**src/rtl/heap_array_allocator.sv**
```systemverilog
// Array handle allocator: LIFO reuse of freed handles, fresh handles from a counter,
// and grow-only per-array length tracking with saturating size writes.
module heap_array_allocator #(
  parameter int MemoryElementWidth = 12,
  parameter int NArrays            = 4,
  parameter int NArea              = 4
) (
  input  logic                          clock,
  input  logic                          reset,
  output logic                          ready,
  input  logic                          allocReq,
  output logic                          allocAck,
  output logic                          allocFail,
  output logic [MemoryElementWidth-1:0] allocArray,
  input  logic                          freeReq,
  input  logic [MemoryElementWidth-1:0] freeArray,
  output logic                          freeAck,
  output logic                          freeFail,
  input  logic                          sizeWrite,
  input  logic [MemoryElementWidth-1:0] sizeArray,
  input  logic [MemoryElementWidth-1:0] sizeIndex,
  input  logic [MemoryElementWidth-1:0] sizeRdArray,
  output logic [MemoryElementWidth-1:0] sizeRdData,
  output logic [MemoryElementWidth-1:0] inUse,
  output logic [MemoryElementWidth-1:0] allocs,
  output logic [1:0]                    dbg_state
);
  localparam int MW = MemoryElementWidth;
  localparam int AW = (NArrays > 1) ? $clog2(NArrays) : 1;
  localparam logic [MW-1:0] N_ARR  = MW'(NArrays);
  localparam logic [MW:0]   N_AREA = (MW+1)'(NArea);

  // Handshake: every request is a level held while ready is high; the allocator
  // answers with exactly one ack or fail pulse during the following RESP cycle.
  typedef enum logic [1:0] {S_INIT = 2'd0, S_IDLE = 2'd1, S_RESP = 2'd2} state_t;
  state_t state, state_nxt;

  logic [AW-1:0]      init_idx;
  logic [MW-1:0]      freed_top;
  logic [MW-1:0]      freed_arrays [NArrays];
  logic [MW-1:0]      array_sizes  [NArrays];
  logic [NArrays-1:0] bitmap;

  always_ff @(posedge clock or posedge reset) begin
    if (reset) state <= S_INIT;
    else       state <= state_nxt;
  end

  always_comb begin
    state_nxt = state;
    case (state)
      S_INIT: if (init_idx == AW'(NArrays - 1)) state_nxt = S_IDLE;
      S_IDLE: if (allocReq || freeReq) state_nxt = S_RESP;
      S_RESP: state_nxt = S_IDLE;
      default: state_nxt = S_INIT;
    endcase
  end

  always_comb begin
    ready     = (state == S_IDLE);
    dbg_state = state;
  end

  // Size-write evaluation, done in MW+1 bits so an all-ones index cannot wrap.
  logic          wr_hit;
  logic [MW:0]   wr_want;
  logic [MW:0]   wr_cur;
  logic [MW-1:0] wr_val;
  always_comb begin
    wr_hit  = 1'b0;
    wr_cur  = '0;
    wr_want = {1'b0, sizeIndex} + (MW+1)'(1);
    wr_val  = (wr_want > N_AREA) ? N_AREA[MW-1:0] : wr_want[MW-1:0];
    if (sizeWrite && sizeArray < N_ARR && bitmap[sizeArray[AW-1:0]]) begin
      wr_cur = {1'b0, array_sizes[sizeArray[AW-1:0]]};
      wr_hit = (wr_cur < wr_want);
    end
  end

  logic          can_pop, can_fresh, free_ok;
  logic [MW-1:0] pop_handle;
  always_comb begin
    can_pop    = (freed_top != '0);
    can_fresh  = (allocs < N_ARR);
    pop_handle = freed_arrays[AW'(freed_top - MW'(1))];
    free_ok    = (freeArray < allocs) && bitmap[freeArray[AW-1:0]];
  end

  always_ff @(posedge clock or posedge reset) begin
    if (reset) begin
      init_idx   <= '0;
      freed_top  <= '0;
      bitmap     <= '0;
      allocs     <= '0;
      inUse      <= '0;
      allocAck   <= 1'b0;
      allocFail  <= 1'b0;
      allocArray <= '0;
      freeAck    <= 1'b0;
      freeFail   <= 1'b0;
      sizeRdData <= '0;
      for (int i = 0; i < NArrays; i++) begin
        freed_arrays[i] <= '0;
        array_sizes[i]  <= '0;
      end
    end else begin
      allocAck  <= 1'b0;
      allocFail <= 1'b0;
      freeAck   <= 1'b0;
      freeFail  <= 1'b0;
      sizeRdData <= (sizeRdArray < N_ARR) ? array_sizes[sizeRdArray[AW-1:0]] : '0;

      if (state == S_INIT) begin
        array_sizes[init_idx] <= '0;
        init_idx <= init_idx + AW'(1);
      end

      if (state == S_IDLE) begin
        if (wr_hit) array_sizes[sizeArray[AW-1:0]] <= wr_val;
        // Alloc comes after the size write so its zeroing wins on the same handle.
        if (allocReq) begin
          if (can_pop || can_fresh) begin
            if (can_pop) begin
              allocArray <= pop_handle;
              bitmap[pop_handle[AW-1:0]]      <= 1'b1;
              array_sizes[pop_handle[AW-1:0]] <= '0;
              freed_top <= freed_top - MW'(1);
            end else begin
              allocArray <= allocs;
              bitmap[allocs[AW-1:0]]      <= 1'b1;
              array_sizes[allocs[AW-1:0]] <= '0;
              allocs <= allocs + MW'(1);
            end
            inUse    <= inUse + MW'(1);
            allocAck <= 1'b1;
          end else begin
            allocFail <= 1'b1;
          end
        end else if (freeReq) begin
          if (free_ok) begin
            freed_arrays[freed_top[AW-1:0]] <= freeArray;
            freed_top <= freed_top + MW'(1);
            bitmap[freeArray[AW-1:0]] <= 1'b0;
            inUse   <= inUse - MW'(1);
            freeAck <= 1'b1;
          end else begin
            freeFail <= 1'b1;
          end
        end
      end
    end
  end
endmodule
```
**config.mk**
```make
export PLATFORM = sky130hd
export DESIGN_NAME = heap_array_allocator
export DESIGN_NICKNAME = d
export VERILOG_FILES = /design/src/rtl/heap_array_allocator.sv
export SDC_FILE = /design/constraint.sdc
export NUM_CORES = 1
export LEC_CHECK = 0
export ABC_AREA = 1
export BUFFER_PORTS_ARGS = -buffer_cell sky130_fd_sc_hd__clkbuf_2
export CORE_ASPECT_RATIO = 1.1
export CORE_MARGIN = 2
export CORE_UTILIZATION = 54
export DETAILED_ROUTE_END_ITERATION = 10
export PLACE_DENSITY = 0.77
export SLEW_MARGIN = 20
export SYNTH_ARGS = -nofsm -noshare
export SYNTH_HDL_FRONTEND = slang
export SYNTH_SLANG_ARGS = --single-unit
export TNS_END_PERCENT = 50
```
**constraint.sdc**
```tcl
create_clock -name clock -period 4.7 [get_ports clock]
set_input_delay 0.235 -clock clock [delete_from_list [all_inputs] [get_ports clock]]
set_output_delay 0.235 -clock clock [all_outputs]
set_load 0.02 [all_outputs]
```
# ---- Word level (Yosys, flattened, before mapping)
# Index checks and enable logic that the tools add are counted.
dict set report totals {
  reg_bits 168
  out_inout_bits 55
  elab_cells 174
}
dict set report classes {
  add_sub_neg 7
  n_lt_le_gt_ge 25
  n_eq_ne 7
  muxes 73
  bitwise 19
  n_reduce_logical 23
}
# op n
set ops {}
lappend ops {{$mux W48} 7}
lappend ops {{$mux W12} 23}
lappend ops {{$and A48 B48 Y48} 3}
lappend ops {{$not A48 Y48} 3}
lappend ops {{$demux W12 S2} 5}
lappend ops {{$bwmux W48} 2}
lappend ops {{$bmux W12 S2} 3}
lappend ops {{$add A12 B1 Y12 const B} 3}
lappend ops {{$lt A12 B3 Y1 const B} 3}
lappend ops {{$sub A12 B1 Y12 const B} 2}
lappend ops {{$ge A3 B3 Y1 const B} 7}
lappend ops {{$not A2 Y3} 7}
lappend ops {{$mux W1} 20}
lappend ops {{$mux W4} 5}
lappend ops {{$lt A3 B1 Y1 const B} 5}
lappend ops {{$add A12 B1 Y13 const B} 1}
lappend ops {{$gt A13 B3 Y1 const B} 1}
lappend ops {{$lt A12 B13 Y1} 1}
lappend ops {{$lt A12 B12 Y1} 1}
lappend ops {{$lt A2 B3 Y1 const B} 4}
lappend ops {{$reduce_and A4 Y1} 3}
lappend ops {{$reduce_bool A12 Y1} 1}
lappend ops {{$logic_and A1 B1 Y1} 11}
lappend ops {{$or A4 B4 Y4} 2}
lappend ops {{other kinds (19)} 31}

# ---- Logic depth before layout (Yosys ltp)
dict set report depth {
  depth_word 16
  ltp_mapped 18
  mapped_depth_nobuf 18
}

# ---- Least setup slack after synthesis
# OpenSTA, ideal clock, no wires.
dict set report synth_path {
  path_type {input to register}
  from {input port allocReq}
  to {register inUse[9]}
  arrival_time_ns 2.500
  slack_ns 2.072
  path_stages 11
  path_buffers 2
  cell_sequence {buf_2 -> inv_2 -> clkbuf_1 -> ha_1 -> a21oi_1 -> nand2_1 -> a21boi_0 -> o21ai_0 -> a21oi_1 -> xor2_1 -> o21ai_0}
}
dict set report synth_via {
  elab_chain_cells 2
  elab_cells_between_ends 5
  cone_classes {1 x eq/ne; 1 x mux; 3 x reduce/logical}
}
# element line_no
set synth_rtl {}
lappend synth_rtl {{from (decl)} 11} ;# input logic allocReq,
lappend synth_rtl {{$ne A2 B1 Y1 (no source line) / $reduce_bool A2 Y1 (equally long branches)} n/a}
lappend synth_rtl {{$reduce_and A4 Y1 (no source line)} n/a}
lappend synth_rtl {{to (signal assigned)} 134} ;# inUse <= inUse + MW'(1);
lappend synth_rtl {{to (signal assigned)} 144} ;# inUse <= inUse - MW'(1);
lappend synth_rtl {{to (decl)} 24} ;# output logic [MemoryElementWidth-1:0] inUse,
# Parallel ways exist; a longest one is shown, timed or not.
# A chain may end at the register's enable or synchronous reset.

# ---- Final worst setup path
dict set report layout_path {
  from {register freed_top[0]}
  to {register array_sizes[9] (netlist bit)}
}
dict set report layout_via {
  elab_chain_cells 16
  elab_cells_between_ends 19
  cone_classes {1 x add/sub; 2 x order compare; 9 x mux; 4 x bitwise; 3 x reduce/logical}
}
# element line_no
set layout_rtl {}
lappend layout_rtl {{from (decl)} 39} ;# logic [MW-1:0] freed_top;
lappend layout_rtl {{from (signal assigned)} 127} ;# freed_top <= freed_top - MW'(1);
lappend layout_rtl {{from (signal assigned)} 142} ;# freed_top <= freed_top + MW'(1);
lappend layout_rtl {{$sub A12 B1 Y12} n/a}
lappend layout_rtl {{$not A2 Y3 (implied by the code)} 85} ;# pop_handle = freed_arrays[AW'(freed_top - MW'(1))];
lappend layout_rtl {{$bmux W12 S2} 85}
lappend layout_rtl {{$mux W12 (implied by the code) (2 in series)} 85}
lappend layout_rtl {{$not A2 Y3 (implied by the code)} 126} ;# array_sizes[pop_handle[AW-1:0]] <= '0;
lappend layout_rtl {{$ge A3 B3 Y1 (implied by the code) / $lt A3 B1 Y1 (equally long branches)} 126}
lappend layout_rtl {{$logic_and A1 B1 Y1 (implied by the code)} 126}
lappend layout_rtl {{$mux W12 (implied by the code)} 126}
lappend layout_rtl {{$demux W12 S2} 126}
lappend layout_rtl {{$not A48 Y48 (no source line)} n/a}
lappend layout_rtl {{$and A48 B48 Y48 (no source line)} n/a}
lappend layout_rtl {{$mux W48} 123} ;# if (can_pop) begin
lappend layout_rtl {{$mux W48 (*)} 122} ;# if (can_pop || can_fresh) begin
lappend layout_rtl {{$mux W48 (*)} 121} ;# if (allocReq) begin
lappend layout_rtl {{$mux W48 (*)} 118} ;# if (state == S_IDLE) begin
lappend layout_rtl {{to (signal, indexed assignment)} 119} ;# if (wr_hit) array_sizes[sizeArray[AW-1:0]] <= wr_val;
lappend layout_rtl {{to (decl)} 41} ;# logic [MW-1:0] array_sizes [NArrays];
# Every way passes the cells marked *; elsewhere a longest branch is shown, timed or not. The select of a mux whose other input is x is not followed.

==> flow_summary.yaml <==
sta:
  hold_viol: 0
  whs_ps: 68.4
  rsz0062_at_grt: "no"
  fin_crit_sh: 0.679
  tightest_slew_ps: 883
  max_freq_mhz: 313
  period_needed_ps: 3190
  setup_viol: 0
  slew_headroom: 0.411
  report.final.slew_viol_count: 0
  clock-skew-final_ps: 9.48
  setup_ws_ps: 1510
  setup_tns_ps: 0
cts:
  cts_root_buf: "clkbuf_16"
  cts.sinks: 168
  clk_latency_ps: 430
  cts_made_buffers: 17
  clock_path_buffers: 2
  h-tree-depth: 4
  cts_tree: "built"
  clkTransAtPathRegs_ps: 70
critical_path:
  cp_data_required_time_ps: 5010
  critPathMaxFanout: 31
  r2r_start: "freed_top[0]$_DFFE_PP0P_"
  crit_path_end_kind: "register"
  arrival_ps: 3500
  crit_start: "freed_top[0]$_DFFE_PP0P_"
  path_class: "reg2reg"
  start_kind: "register"
grt:
  grt_use_total: 0.264
  antenna_found_initial: 0
  grt_pass1_vias: 8532
  grt_pass1_wl_um: 41800
  grt_overflow: 0
  grt_start_max_net_pins: 133
logic_synthesis:
  ys_async_sr_fraction: 1.00
  yosys_warnings: 0
  ys.flop_type: "dfrtp_1"
  syn_nets: 1388
  yosysSeqAreaShare: 0.418
  syn-cell-area_sq_um: 10100
  synth-seq-cells: 168
  syn_avg_cell_area_sq_um: 7.80
  syn_inst: 1290
  synth_edf_count: 0
  ys_types: 51
finish:
  layout.nets: 1464
  n_antenna_cell: 0
  drive_gt1_frac: 0.154
  fin_cells: 1622
  fill_cells: 1659
  area_growth_syn_to_layout_pct: 11.8
place:
  gp_congestion: 0.940
  io_buffers: 107
  post-place-ws_ps: 1510
  dp_hpwl_um: 18500
  placed_cells: 1589
power:
  vdd_drop_max_mv: 0.309
  power_w: 0.00572
  p_per_area_nw_per_um2: 508
  p_leak_nw: 5.62
drt:
  first_pass_iters: 5
  detail-route-antenna-nets: 0
  routed_wl_um: 25500
  viasPerCell: 5.57
  drc: 0
  vias: 9034
  wire_per_inst_um: 15.7
  drt-initial-drc-count: 814
floorplan:
  top_level_ports: 108
  die_h_um: 147
  rows: 52
  initial_core_util: 0.548
  core_sq_um: 18300
  die-width_um: 134
  dieArea_sq_um: 19700
worst_hold_path:
  min_path_type: "in2reg"
  min_from: "freeReq"
run_status:
  status: "completed"
flow_run:
  cap_violations: 0
## through the flow
| stage | area (sq um) | utilization |
|---|---|---|
| after global placement | 10700 | 0.581 |
| after global routing | 11200 | 0.613 |
| final | 11200 | 0.613 |
| after detailed placement | 10700 | 0.581 |
| after floorplan | 10100 | - |
| after CTS | 11200 | 0.613 |
## layout by cell type, fill, tap and decap left out, drive strengths merged, types with 7 or more instances in the layout
cell,instances
nand2,351
dfrtp,168
inv,149
o21ai,130
clkbuf,124
nor2,112
a21oi,72
nand3,67
ha,44
nand4,27
xor2,27
o22ai,24
nor3,17
a221oi,10
a31oi,10
xnor2,7
## worst paths after layout
| path | end | slack (ps) | cells past startpoint |
|---|---|---|---|
| worst max-delay path | array_sizes[9]$_DFF_PP0_ | 1510 | 12 |
| worst min-delay path | freeFail$_DFF_PP0_ | 70 | 3 |
| worst max register to register | array_sizes[9]$_DFF_PP0_ | 1510 | 12 |
| worst min register to register | allocs[5]$_DFFE_PP0P_ | 430 | 0 |
| max in group asynchronous | freed_arrays[30]$_DFFE_PP0P_ | 3060 | 4 |
| min in group asynchronous | sizeRdData[2]$_DFF_PP0_ | 510 | 3 |
## sequential cells by signal (all words and copies together), names as in the netlist
name / flops
freed_top: 12
allocs: 12
bitmap: 4
dbg_state: 2
allocArray: 12
array_sizes: 48
inUse: 12
allocFail: 1
sizeRdData: 12
allocAck: 1
freed_arrays: 48
init_idx: 2
freeFail: 1
freeAck: 1
## synth_stat cells (2+ instances only)
cell type / n / share of area
nor2_1: 97 / 0.036
a21boi_0: 2 / 0.0015
a31oi_1: 10 / 0.0062
clkbuf_1: 32 / 0.012
o21bai_1: 3 / 0.0022
nor3_1: 15 / 0.0075
o21ai_1: 12 / 0.0060
nor4_1: 4 / 0.0025
o221ai_1: 4 / 0.0035
nand3_1: 57 / 0.028
a221oi_1: 10 / 0.0087
o21ai_0: 116 / 0.058
buf_2: 12 / 0.0060
nor2_2: 6 / 0.0037
nand2_1: 335 / 0.12
a22oi_1: 2 / 0.0015
o21ai_2: 2 / 0.0017
nor2_8: 2 / 0.0040
inv_1: 125 / 0.047
a21oi_2: 5 / 0.0044
nand2_4: 7 / 0.0078
nand4_1: 27 / 0.017
buf_6: 6 / 0.0067
xor2_1: 27 / 0.023
ha_1: 44 / 0.055
nand3_2: 6 / 0.0060
a21oi_4: 2 / 0.0032
inv_2: 15 / 0.0056
dfrtp_1: 168 / 0.42
nand3_4: 4 / 0.0070
a21oi_1: 65 / 0.032
nand2_2: 9 / 0.0056
o22ai_1: 24 / 0.015
xnor2_1: 7 / 0.0061
nor2_4: 7 / 0.0078
o31ai_1: 2 / 0.0015
o211a_1: 2 / 0.0020
nand3b_1: 4 / 0.0030
## power by group
| group | total, W | internal, W | switching, W | leakage [nW] |
|---|---|---|---|---|
| sequential | 0.00204 | 0.00175 | 0.000295 | 2.26 |
| combinational | 0.00230 | 0.000759 | 0.00154 | 3.09 |
| clock | 0.00138 | 0.000709 | 0.000666 | 0.275 |
| total | 0.00572 | 0.00321 | 0.00250 | 5.62 |
## worst max-delay path: stages, from the launching register on
cell and delay, ps:
dfrtp_1 920, inv_1 140, ha_1 500, inv_1 350, o21ai_0 140, o22ai_1 240, nand2_4 100, inv_2 90
a21oi_2 50, inv_1 160, nand2_1 90, nand2_2 180, a21oi_1 100
## logic make-up (layout without fill, tap and decap cells)
family,after synthesis,in the layout,share of synthesized area
simple gates,584,584,0.266
compound gates,264,264,0.150
buf+inv,195,284,0.0807
flops,168,168,0.418
fa+ha+maj,45,45,0.0567
xor+xnor,34,34,0.0296
## layer usage
layer / vias to the layer above / GRT usage / wire length (um)
li1: 4420 / - / -
met1: 4243 / 0.341 / 10700
met2: 305 / 0.435 / 12300
met3: 66 / 0.0435 / 1340
met4: 0 / 0.126 / 1060
met5: - / 0 / 0
## layout make-up
cell class	instances	area, sq um	area share
Clock buffer	17	425	0.0378
Clock inverter	15	153	0.0136
Timing Repair Buffer	111	581	0.0516
Multi-Input combinational cell	927	5050	0.449
Inverter	141	533	0.0474
Tap cell	243	304	0.0270
Sequential cell	168	4200	0.374
## timing repair
item	4_1_cts	5_1_grt
hold endpoints to repair	36	0
resized for setup	0	0
hold buffers	1	0
buffers inserted	0	0
Power figures use the tool's default switching activity.
